[src/rtl/mem_port_arbiter_if.sv]
// Bus bundle between the two requesters, the arbiter and the single-port BRAM.
// slave = arbiter side, master = requesters/memory side (testbench).
interface mem_port_arbiter_if #(
  parameter int unsigned AW = 11,
  parameter int unsigned DW = 32
);
  logic          M0_REQ;
  logic          M0_WE;
  logic          M0_LAST;
  logic [AW-1:0] M0_ADDR;
  logic [DW-1:0] M0_WDATA;
  logic          M0_GNT;
  logic [DW-1:0] M0_RDATA;
  logic          M0_RVALID;

  logic          M1_REQ;
  logic          M1_WE;
  logic          M1_LAST;
  logic [AW-1:0] M1_ADDR;
  logic [DW-1:0] M1_WDATA;
  logic          M1_GNT;
  logic [DW-1:0] M1_RDATA;
  logic          M1_RVALID;

  logic          MEM_EN;
  logic          MEM_WE;
  logic [AW-1:0] MEM_ADDR;
  logic [DW-1:0] MEM_WDATA;
  logic [DW-1:0] MEM_RDATA;

  modport slave (
    input  M0_REQ, M0_WE, M0_LAST, M0_ADDR, M0_WDATA,
    output M0_GNT, M0_RDATA, M0_RVALID,
    input  M1_REQ, M1_WE, M1_LAST, M1_ADDR, M1_WDATA,
    output M1_GNT, M1_RDATA, M1_RVALID,
    output MEM_EN, MEM_WE, MEM_ADDR, MEM_WDATA,
    input  MEM_RDATA
  );

  modport master (
    output M0_REQ, M0_WE, M0_LAST, M0_ADDR, M0_WDATA,
    input  M0_GNT, M0_RDATA, M0_RVALID,
    output M1_REQ, M1_WE, M1_LAST, M1_ADDR, M1_WDATA,
    input  M1_GNT, M1_RDATA, M1_RVALID,
    input  MEM_EN, MEM_WE, MEM_ADDR, MEM_WDATA,
    output MEM_RDATA
  );
endinterface

[src/rtl/mem_port_arbiter.sv]
// Round-robin arbiter sharing one single-port BRAM between M0 (USB) and M1 (test/DMA),
// with burst hold and forced hand-off after MAX_BURST beats. Optional stats: ARB_STATS_EN.
module mem_port_arbiter #(
  parameter int unsigned MEM_SIZE  = 8192,
  parameter int unsigned DW        = 32,
  parameter int unsigned MAX_BURST = 16
) (
  input  logic        SYS_CLK,
  input  logic        SYS_RST_N,
`ifdef ARB_STATS_EN
  input  logic        STAT_CLR,
  output logic [31:0] STAT_BEAT0,
  output logic [31:0] STAT_BEAT1,
  output logic [15:0] STAT_FORCE,
`endif
  mem_port_arbiter_if.slave bus
);

  localparam int unsigned AW = $clog2(MEM_SIZE / 4);
  localparam int unsigned CW = (MAX_BURST > 1) ? $clog2(MAX_BURST) : 1;
  localparam logic [CW-1:0] CNT_MAX = CW'(MAX_BURST - 1);

  typedef enum logic [1:0] {
    IDLE = 2'd0,
    OWN0 = 2'd1,
    OWN1 = 2'd2
  } state_e;

  state_e        state_q, state_d;
  logic          ptr_q, ptr_d;
  logic [CW-1:0] cnt_q, cnt_d;
  logic [1:0]    rv_q, rv_d;
  logic [DW-1:0] rdata_q [2];

  logic [1:0]    req, we, last;
  logic [AW-1:0] addr  [2];
  logic [DW-1:0] wdata [2];
  logic          own, beat_c, forced_c, rel_c;

  assign req      = {bus.M1_REQ, bus.M0_REQ};
  assign we       = {bus.M1_WE, bus.M0_WE};
  assign last     = {bus.M1_LAST, bus.M0_LAST};
  assign addr[0]  = bus.M0_ADDR;
  assign addr[1]  = bus.M1_ADDR;
  assign wdata[0] = bus.M0_WDATA;
  assign wdata[1] = bus.M1_WDATA;

  assign own    = (state_q == OWN1);
  assign beat_c = (state_q != IDLE) && req[own];

  // Grant FSM: pick by pointer from IDLE, release on LAST / REQ drop / burst cap.
  always_comb begin
    state_d  = state_q;
    ptr_d    = ptr_q;
    cnt_d    = cnt_q;
    forced_c = 1'b0;
    rel_c    = 1'b0;
    case (state_q)
      IDLE: begin
        if (req[0] && req[1]) state_d = ptr_q ? OWN1 : OWN0;
        else if (req[0])      state_d = OWN0;
        else if (req[1])      state_d = OWN1;
      end
      OWN0, OWN1: begin
        forced_c = beat_c && (cnt_q == CNT_MAX) && req[~own];
        rel_c    = !req[own] || (beat_c && last[own]) || forced_c;
        if (rel_c) begin
          state_d = req[~own] ? (own ? OWN0 : OWN1) : IDLE;
          ptr_d   = ~own;
        end
      end
      default: state_d = IDLE;
    endcase
    // Count saturates so a long solo burst is cut on its next beat once the other asks.
    if (state_d != state_q)                 cnt_d = '0;
    else if (beat_c && (cnt_q != CNT_MAX))  cnt_d = cnt_q + CW'(1);
  end

  // The read tag remembers which master issued the beat, so RVALID survives a hand-off.
  assign rv_d[0] = beat_c && !we[own] && !own;
  assign rv_d[1] = beat_c && !we[own] && own;

  always_ff @(posedge SYS_CLK or negedge SYS_RST_N) begin
    if (!SYS_RST_N) begin
      state_q    <= IDLE;
      ptr_q      <= 1'b0;
      cnt_q      <= '0;
      rv_q       <= '0;
      rdata_q[0] <= '0;
      rdata_q[1] <= '0;
    end else begin
      state_q <= state_d;
      ptr_q   <= ptr_d;
      cnt_q   <= cnt_d;
      rv_q    <= rv_d;
      if (rv_q[0]) rdata_q[0] <= bus.MEM_RDATA;
      if (rv_q[1]) rdata_q[1] <= bus.MEM_RDATA;
    end
  end

  assign bus.M0_GNT    = (state_q == OWN0);
  assign bus.M1_GNT    = (state_q == OWN1);
  assign bus.M0_RVALID = rv_q[0];
  assign bus.M1_RVALID = rv_q[1];
  assign bus.M0_RDATA  = rv_q[0] ? bus.MEM_RDATA : rdata_q[0];
  assign bus.M1_RDATA  = rv_q[1] ? bus.MEM_RDATA : rdata_q[1];

  assign bus.MEM_EN    = beat_c;
  assign bus.MEM_WE    = beat_c && we[own];
  assign bus.MEM_ADDR  = beat_c ? addr[own]  : '0;
  assign bus.MEM_WDATA = beat_c ? wdata[own] : '0;

`ifdef ARB_STATS_EN
  logic [31:0] beat0_q, beat0_d, beat1_q, beat1_d;
  logic [15:0] force_q, force_d;

  // Saturating counters; clear has priority over increment.
  always_comb begin
    beat0_d = beat0_q;
    beat1_d = beat1_q;
    force_d = force_q;
    if (STAT_CLR) begin
      beat0_d = '0;
      beat1_d = '0;
      force_d = '0;
    end else begin
      if (beat_c && !own && (beat0_q != '1)) beat0_d = beat0_q + 32'd1;
      if (beat_c && own && (beat1_q != '1))  beat1_d = beat1_q + 32'd1;
      if (forced_c && (force_q != '1))       force_d = force_q + 16'd1;
    end
  end

  always_ff @(posedge SYS_CLK or negedge SYS_RST_N) begin
    if (!SYS_RST_N) begin
      beat0_q <= '0;
      beat1_q <= '0;
      force_q <= '0;
    end else begin
      beat0_q <= beat0_d;
      beat1_q <= beat1_d;
      force_q <= force_d;
    end
  end

  assign STAT_BEAT0 = beat0_q;
  assign STAT_BEAT1 = beat1_q;
  assign STAT_FORCE = force_q;
`endif

endmodule
[src/flat_wrapper.sv]
// flat-port wrapper written by rule: the top's interface ports become plain ports
module mem_port_arbiter_flat 
#(
  parameter int unsigned MEM_SIZE  = 8192,
  parameter int unsigned DW        = 32,
  parameter int unsigned MAX_BURST = 16
)
  (SYS_CLK, SYS_RST_N, bus_M0_REQ, bus_M0_WE, bus_M0_LAST, bus_M0_ADDR, bus_M0_WDATA, bus_M0_GNT, bus_M0_RDATA, bus_M0_RVALID, bus_M1_REQ, bus_M1_WE, bus_M1_LAST, bus_M1_ADDR, bus_M1_WDATA, bus_M1_GNT, bus_M1_RDATA, bus_M1_RVALID, bus_MEM_EN, bus_MEM_WE, bus_MEM_ADDR, bus_MEM_WDATA, bus_MEM_RDATA);
  mem_port_arbiter_if #(.DW(DW)) bus_i ();
  input  logic SYS_CLK;
  input  logic SYS_RST_N;
  input wire logic [$bits(bus_i.M0_REQ)-1:0] bus_M0_REQ;
  input wire logic [$bits(bus_i.M0_WE)-1:0] bus_M0_WE;
  input wire logic [$bits(bus_i.M0_LAST)-1:0] bus_M0_LAST;
  input wire logic [$bits(bus_i.M0_ADDR)-1:0] bus_M0_ADDR;
  input wire logic [$bits(bus_i.M0_WDATA)-1:0] bus_M0_WDATA;
  output wire logic [$bits(bus_i.M0_GNT)-1:0] bus_M0_GNT;
  output wire logic [$bits(bus_i.M0_RDATA)-1:0] bus_M0_RDATA;
  output wire logic [$bits(bus_i.M0_RVALID)-1:0] bus_M0_RVALID;
  input wire logic [$bits(bus_i.M1_REQ)-1:0] bus_M1_REQ;
  input wire logic [$bits(bus_i.M1_WE)-1:0] bus_M1_WE;
  input wire logic [$bits(bus_i.M1_LAST)-1:0] bus_M1_LAST;
  input wire logic [$bits(bus_i.M1_ADDR)-1:0] bus_M1_ADDR;
  input wire logic [$bits(bus_i.M1_WDATA)-1:0] bus_M1_WDATA;
  output wire logic [$bits(bus_i.M1_GNT)-1:0] bus_M1_GNT;
  output wire logic [$bits(bus_i.M1_RDATA)-1:0] bus_M1_RDATA;
  output wire logic [$bits(bus_i.M1_RVALID)-1:0] bus_M1_RVALID;
  output wire logic [$bits(bus_i.MEM_EN)-1:0] bus_MEM_EN;
  output wire logic [$bits(bus_i.MEM_WE)-1:0] bus_MEM_WE;
  output wire logic [$bits(bus_i.MEM_ADDR)-1:0] bus_MEM_ADDR;
  output wire logic [$bits(bus_i.MEM_WDATA)-1:0] bus_MEM_WDATA;
  input wire logic [$bits(bus_i.MEM_RDATA)-1:0] bus_MEM_RDATA;
  assign bus_i.M0_REQ = bus_M0_REQ;
  assign bus_i.M0_WE = bus_M0_WE;
  assign bus_i.M0_LAST = bus_M0_LAST;
  assign bus_i.M0_ADDR = bus_M0_ADDR;
  assign bus_i.M0_WDATA = bus_M0_WDATA;
  assign bus_M0_GNT = bus_i.M0_GNT;
  assign bus_M0_RDATA = bus_i.M0_RDATA;
  assign bus_M0_RVALID = bus_i.M0_RVALID;
  assign bus_i.M1_REQ = bus_M1_REQ;
  assign bus_i.M1_WE = bus_M1_WE;
  assign bus_i.M1_LAST = bus_M1_LAST;
  assign bus_i.M1_ADDR = bus_M1_ADDR;
  assign bus_i.M1_WDATA = bus_M1_WDATA;
  assign bus_M1_GNT = bus_i.M1_GNT;
  assign bus_M1_RDATA = bus_i.M1_RDATA;
  assign bus_M1_RVALID = bus_i.M1_RVALID;
  assign bus_MEM_EN = bus_i.MEM_EN;
  assign bus_MEM_WE = bus_i.MEM_WE;
  assign bus_MEM_ADDR = bus_i.MEM_ADDR;
  assign bus_MEM_WDATA = bus_i.MEM_WDATA;
  assign bus_i.MEM_RDATA = bus_MEM_RDATA;
  mem_port_arbiter #(.MEM_SIZE(MEM_SIZE), .DW(DW), .MAX_BURST(MAX_BURST)) u_core (.SYS_CLK(SYS_CLK), .SYS_RST_N(SYS_RST_N), .bus(bus_i));
endmodule
[config.mk]
export PLATFORM = sky130hd
export DESIGN_NAME = mem_port_arbiter_flat
export DESIGN_NICKNAME = d
export VERILOG_FILES = /design/src/rtl/mem_port_arbiter_if.sv /design/src/rtl/mem_port_arbiter.sv /design/src/flat_wrapper.sv
export SDC_FILE = /design/constraint.sdc
export NUM_CORES = 1
export LEC_CHECK = 0
export BUFFER_PORTS_ARGS = -buffer_cell sky130_fd_sc_hd__buf_2
export CAP_MARGIN = 25
export CORE_MARGIN = 3
export CORE_UTILIZATION = 46
export CTS_CLUSTER_DIAMETER = 30
export CTS_CLUSTER_SIZE = 12
export DETAILED_ROUTE_END_ITERATION = 7
export MAX_ROUTING_LAYER = met4
export PLACE_DENSITY_LB_ADDON = 0.15
export SYNTH_ARGS = -nofsm -noshare
export SYNTH_HDL_FRONTEND = slang
export SYNTH_SLANG_ARGS = --single-unit
[constraint.sdc]
create_clock -name SYS_CLK -period 4.4 [get_ports SYS_CLK]
set_input_delay 1.32 -clock SYS_CLK [delete_from_list [all_inputs] [get_ports SYS_CLK]]
set_output_delay 1.32 -clock SYS_CLK [all_outputs]
set_load 0.1 [all_outputs]
* Word-level counts from Yosys, hierarchy flattened
Cells that the tools add are included. Widths: inputs -> output; s select.
Operators by class: add/sub/neg operators 1, multipliers 0, div/mod/pow operators 0, order comparisons 3, equality and inequality tests 5, shift-type cells 0, muxes and demuxes 28, bitwise operators 2, reduce and logical (&&, ||, !) cells 20
Operators by type and width (count):
- $mux 32 | 6
- $mux 11 | 4
- $mux 2 | 7
- $logic_and 1x1->1 | 10
- $mux 1 | 8
- $mux 4 | 2
- $add 4x1->4 const B | 1
- $eq 4x4->1 const B | 1
- $lt 1x2->1 const B | 2
- $ne 4x4->1 const B | 1
- $pmux 2 s2 | 1
- $reduce_bool 2->1 | 2
- $logic_not 1->1 | 3
- $eq 2x1->1 const B | 1
- $eq 2x2->1 const B | 1
- $ge 2x2->1 const B | 1
- $logic_not 2->1 | 1
- $logic_or 1x1->1 | 2
- $ne 2x2->1 | 1
- $not 1->2 | 1
- $reduce_and 2->1 | 1
- $reduce_or 2->1 | 1
- $not 1->1 | 1
Word-level totals: flip-flop bits (word level) 73, bits in latches 0, RAM bits 0, ROM bits 0, output and inout port bits 113, logic and storage cells 65, memories kept 0

* Depth between registers and ports, before layout
word-level depth 11, mapped depth 9

* Least setup slack after synthesis
No wires, ideal clock.
path type reg-to-output, start register u_core.state_q[0], end output bus_MEM_ADDR[0], data arrival time 3661 ps, required time 3080 ps, setup slack -581 ps, stages on the path, launching flop included 9, cells stage by stage dfrtp_1 inv_1 ha_1 buf_2 nand2_1 a21o_1 buf_2 buf_1 nor2_1
Between the ends: cells in the longest elaborated chain, start to end 6, elaborated cells between the ends (all ways) 10
RTL lines:
- from (decl) | line mem_port_arbiter.sv:29 | state_e state_q, state_d;
- from (signal assigned) | line mem_port_arbiter.sv:92 | state_q <= state_d;
- $eq 2x2->1 *
- named net bus_M1_GNT | line flat_wrapper.sv:25 | output wire logic [$bits(bus_i.M1_GNT)-1:0] bus_M1_GNT;
- $not 1->2 (implied by the code) | line mem_port_arbiter.sv:110 | assign bus.MEM_ADDR = beat_c ? addr[own] : '0;
- $mux 11 (implied by the code) (3 in series) | line mem_port_arbiter.sv:110
- $mux 11 * | line mem_port_arbiter.sv:110
- to (decl) | line flat_wrapper.sv:30 | output wire logic [$bits(bus_i.MEM_ADDR)-1:0] bus_MEM_ADDR;
The timed path passes the listed nets; every way through them passes the cells marked *. The select of a mux whose other input is x is not followed.

* Final worst setup path
start input bus_M1_REQ, end output bus_MEM_WDATA[7]
Between the ends: cells in the longest elaborated chain, start to end 4
RTL lines:
- from (decl) | line flat_wrapper.sv:20 | input wire logic [$bits(bus_i.M1_REQ)-1:0] bus_M1_REQ;
- $mux 1 (implied by the code) (2 in series) | line mem_port_arbiter.sv:49 | assign beat_c = (state_q != IDLE) && req[own];
- $logic_and 1x1->1 | line mem_port_arbiter.sv:49
- $mux 32 | line mem_port_arbiter.sv:111 | assign bus.MEM_WDATA = beat_c ? wdata[own] : '0;
- to (decl) | line flat_wrapper.sv:31 | output wire logic [$bits(bus_i.MEM_WDATA)-1:0] bus_MEM_WDATA;
No other way between the ends. The select of a mux whose other input is x is not followed.

==> results by group <==
Status
  • Status: finished clean

Synth
  • Post-synth cell types: 42
  • Syn Area/Cell: 11.5 um2
  • Asr flop ratio synth: 100%
  • Main synth FF type: dfrtp_1
  • Share of the synthesized area in the top cell type: 48.3%
  • Top post-synthesis cells by area: dfrtp_1, mux2_2, mux2i_1
  • Post-synthesis sequential area ratio: 48.3%
  • EDFF count, synth: 0
  • Synthesized net count: 460
  • Gate Count Post-Synth: 329
  • Yosys top cell by area: dfrtp_1
  • Yosys warning count: 0
  • Synth Register Bits: 73
  • Post-synth design cell area: 3780 um2

Placement
  • Final GP Congestion: 0.966
  • Hpwl dp: 9440 um
  • Number of buffers added on ports: 238

Detailed routing
  • Total Wirelength: 11800 um
  • Residual DRC count: 0
  • Initial drt markers: 285
  • 1st-pass router iterations: 4
  • Total number of vias: 3440
  • WL/cell: 17.6 um
  • Antenna Nets Post-Route: 0
  • Via density: 5.16

CTS
  • CTS Buf Count: 9
  • H-tree depth: 3
  • Worst-Skew Late Latency: 0.33 ns
  • Hold buffers post-CTS: 0
  • Post-CTS sizing: 0
  • Clk buf depth: 2
  • TritonCTS clock tree: built
  • Clock root cell: clkbuf_8
  • Clock sinks: 73
  • CTS clk-pin slew, worst paths: 0.07 ns
  • Total setup buffers inserted after CTS: 0

Die
  • DIE AREA: 9340 um2
  • Die W: 96.7 um
  • Initial core utilization: 48.2%
  • Die Y: 96.7 um
  • Total core area: 7850 um2
  • FP Rows: 32
  • Io pins: 239

Job
  • Max-cap violations: 0

Critical path
  • Critical Path AT: 2.82 ns
  • Reg-to-reg startpoint: u_core.state_q[0]
  • Crit start category: input port
  • Worst Setup Path Type: in -> out
  • Crit path from: bus_M1_REQ
  • Crit Path Max Fanout: 49
  • Critical Path RT: 3.08 ns
  • Endpoint type of the worst setup path: primary output

Global route
  • First-pass GRT wire length: 18800 um
  • Total GRT Usage: 25.8%
  • Largest net degree at the start of global routing: 74
  • Overflow after GRT: 0
  • Vias in the first global route: 3707
  • Initial antenna violation count: 0

STA
  • Endpoints failing hold: 0
  • RSZ-0062 raised after global routing: false
  • Worst Skew: 0.0130 ns
  • Relative slew slack: 38.9%
  • Tightest Pin Transition: 0.916 ns
  • Setup violations, final: 0
  • Tmin final: 4.14 ns
  • Max Freq: 241 MHz
  • Max-slew violations: 0
  • Final Cycle Share: 94.2%
  • Setup TNS: 0 ns

Final layout
  • Antenna cells: 0
  • Synth-to-layout area growth: 62.0%
  • Final #Nets: 691
  • Share of layout cells above drive strength 1: 63.2%

Min path
  • Hold_sp: u_core.rdata_q[6]
  • Hold WC Path Type: reg -> reg
==> worst max-delay path, stage by stage <==
cell	delay, ns
buf_2	0.16
nand2_1	0.14
a21o_4	0.75
nor2_1	0.21
buf_12	0.23
==> cell usage after synthesis (2+ instances only) <==
library cell,instances
buf_1,12
dfrtp_1,73
mux2_1,8
nand2_1,5
a211oi_1,3
nand3_1,4
ha_1,5
o21ai_0,6
clkbuf_1,4
a21oi_1,5
nor3_1,6
mux2_2,57
o22ai_1,2
mux2i_1,47
nand2b_1,5
buf_2,5
nor2_1,49
o221ai_1,2
inv_1,8
==> placed cells by master, fill, tap and decap left out, drive strengths merged <==
cell      Yosys  final
and3          1      1
and2          1      1
dfrtp        73     73
nand2         5      5
or4           1      1
a21o          1      1
a222oi        1      1
clkinv        0      3
o21bai        1      1
a31oi         1      1
nand4b        1      1
nand3         4      4
buf          18    242
o22ai         2      2
a211oi        3      3
a21boi        1      1
ha            5      5
o21ai         7      7
and4b         1      1
nand3b        1      1
nor3          6      6
nand4         1      1
o221ai        2      2
a21oi         5      5
mux2i        48     48
inv           9     10
o311a         1      1
xnor2         1      1
a2bb2oi       1      1
o2111ai       1      1
bufinv        0      1
mux2         65     65
nand2b        5      5
nor2         49     49
a311oi        1      1
clkinvlp      0      2
a22oi         1      1
clkbuf        4      9
nor3b         1      1
==> sequential cells by signal (all words and copies together) (netlist names) <==
signal,count
u_core.state_q,2
u_core.ptr_q,1
u_core.cnt_q,4
u_core.rdata_q,64
u_core.rv_q,2
==> path summary, 6_finish.rpt <==
check                                     end  slack [ns]  cells after the start
setup / recovery             bus_MEM_WDATA[7]        0.26                      5
min in group asynchronous  u_core.rdata_q[39]        1.18                      2
hold reg to reg             u_core.rdata_q[6]        0.48                      1
max in group asynchronous  u_core.rdata_q[52]        2.65                      2
setup reg to reg              u_core.cnt_q[3]        1.73                      8
hold / removal              u_core.rdata_q[6]        0.48                      1
==> cell families (layout without fill, tap and decap cells) <==
family                     after synthesis  count (layout)  synth area share, %
buffers and inverters                   31             267                 3.34
muxes                                  113             113                 32.2
AOI/OAI and AO/OA                       29              29                 5.20
xor gates and xnor gates                 1               1                0.232
DFF                                     73              73                 48.3
adders and majority gates                5               5                 1.65
and+or+nand+nor                         77              77                 9.10
==> through the flow <==
| step | cells | utilization (%) | setup WS [ns] | hold WS, ns | instance area [um2] |
|---|---|---|---|---|---|
| after global routing | 667 | 78.1 | 0.164 | 0.491 | 6130 |
| after detailed placement | 651 | 75.6 | 0.252 | 0.469 | 5930 |
| after CTS | 667 | 78.1 | 0.255 | 0.486 | 6130 |
| after global placement | 651 | 75.6 | 0.307 | 0.460 | 5930 |
| final | 667 | 78.1 | 0.256 | 0.479 | 6130 |
| after floorplan | 329 | - | -0.206 | 0.502 | 3980 |
==> per-layer routing <==
metal  wire (um)  up-vias  GRT usage [%]
met5           0        -              -
li1            -     1629              -
met1        4350     1637           28.4
met3         847       10           6.78
met4         161        0           7.67
met2        6410      164           45.8
==> final cells by class <==
| cell class | count | area (um2) |
|---|---|---|
| inverters | 9 | 33.8 |
| multi-input cells | 225 | 2040 |
| clock buffers | 9 | 124 |
| flip-flops and latches | 73 | 1830 |
| clock inverters | 7 | 68.8 |
| fillers | 525 | 1720 |
| repair buffers | 242 | 1910 |
| well taps | 102 | 128 |
Power is left out: the tool's default activity adds up to more than one toggle a clock period on the data nets, which glitch-free logic cannot reach.
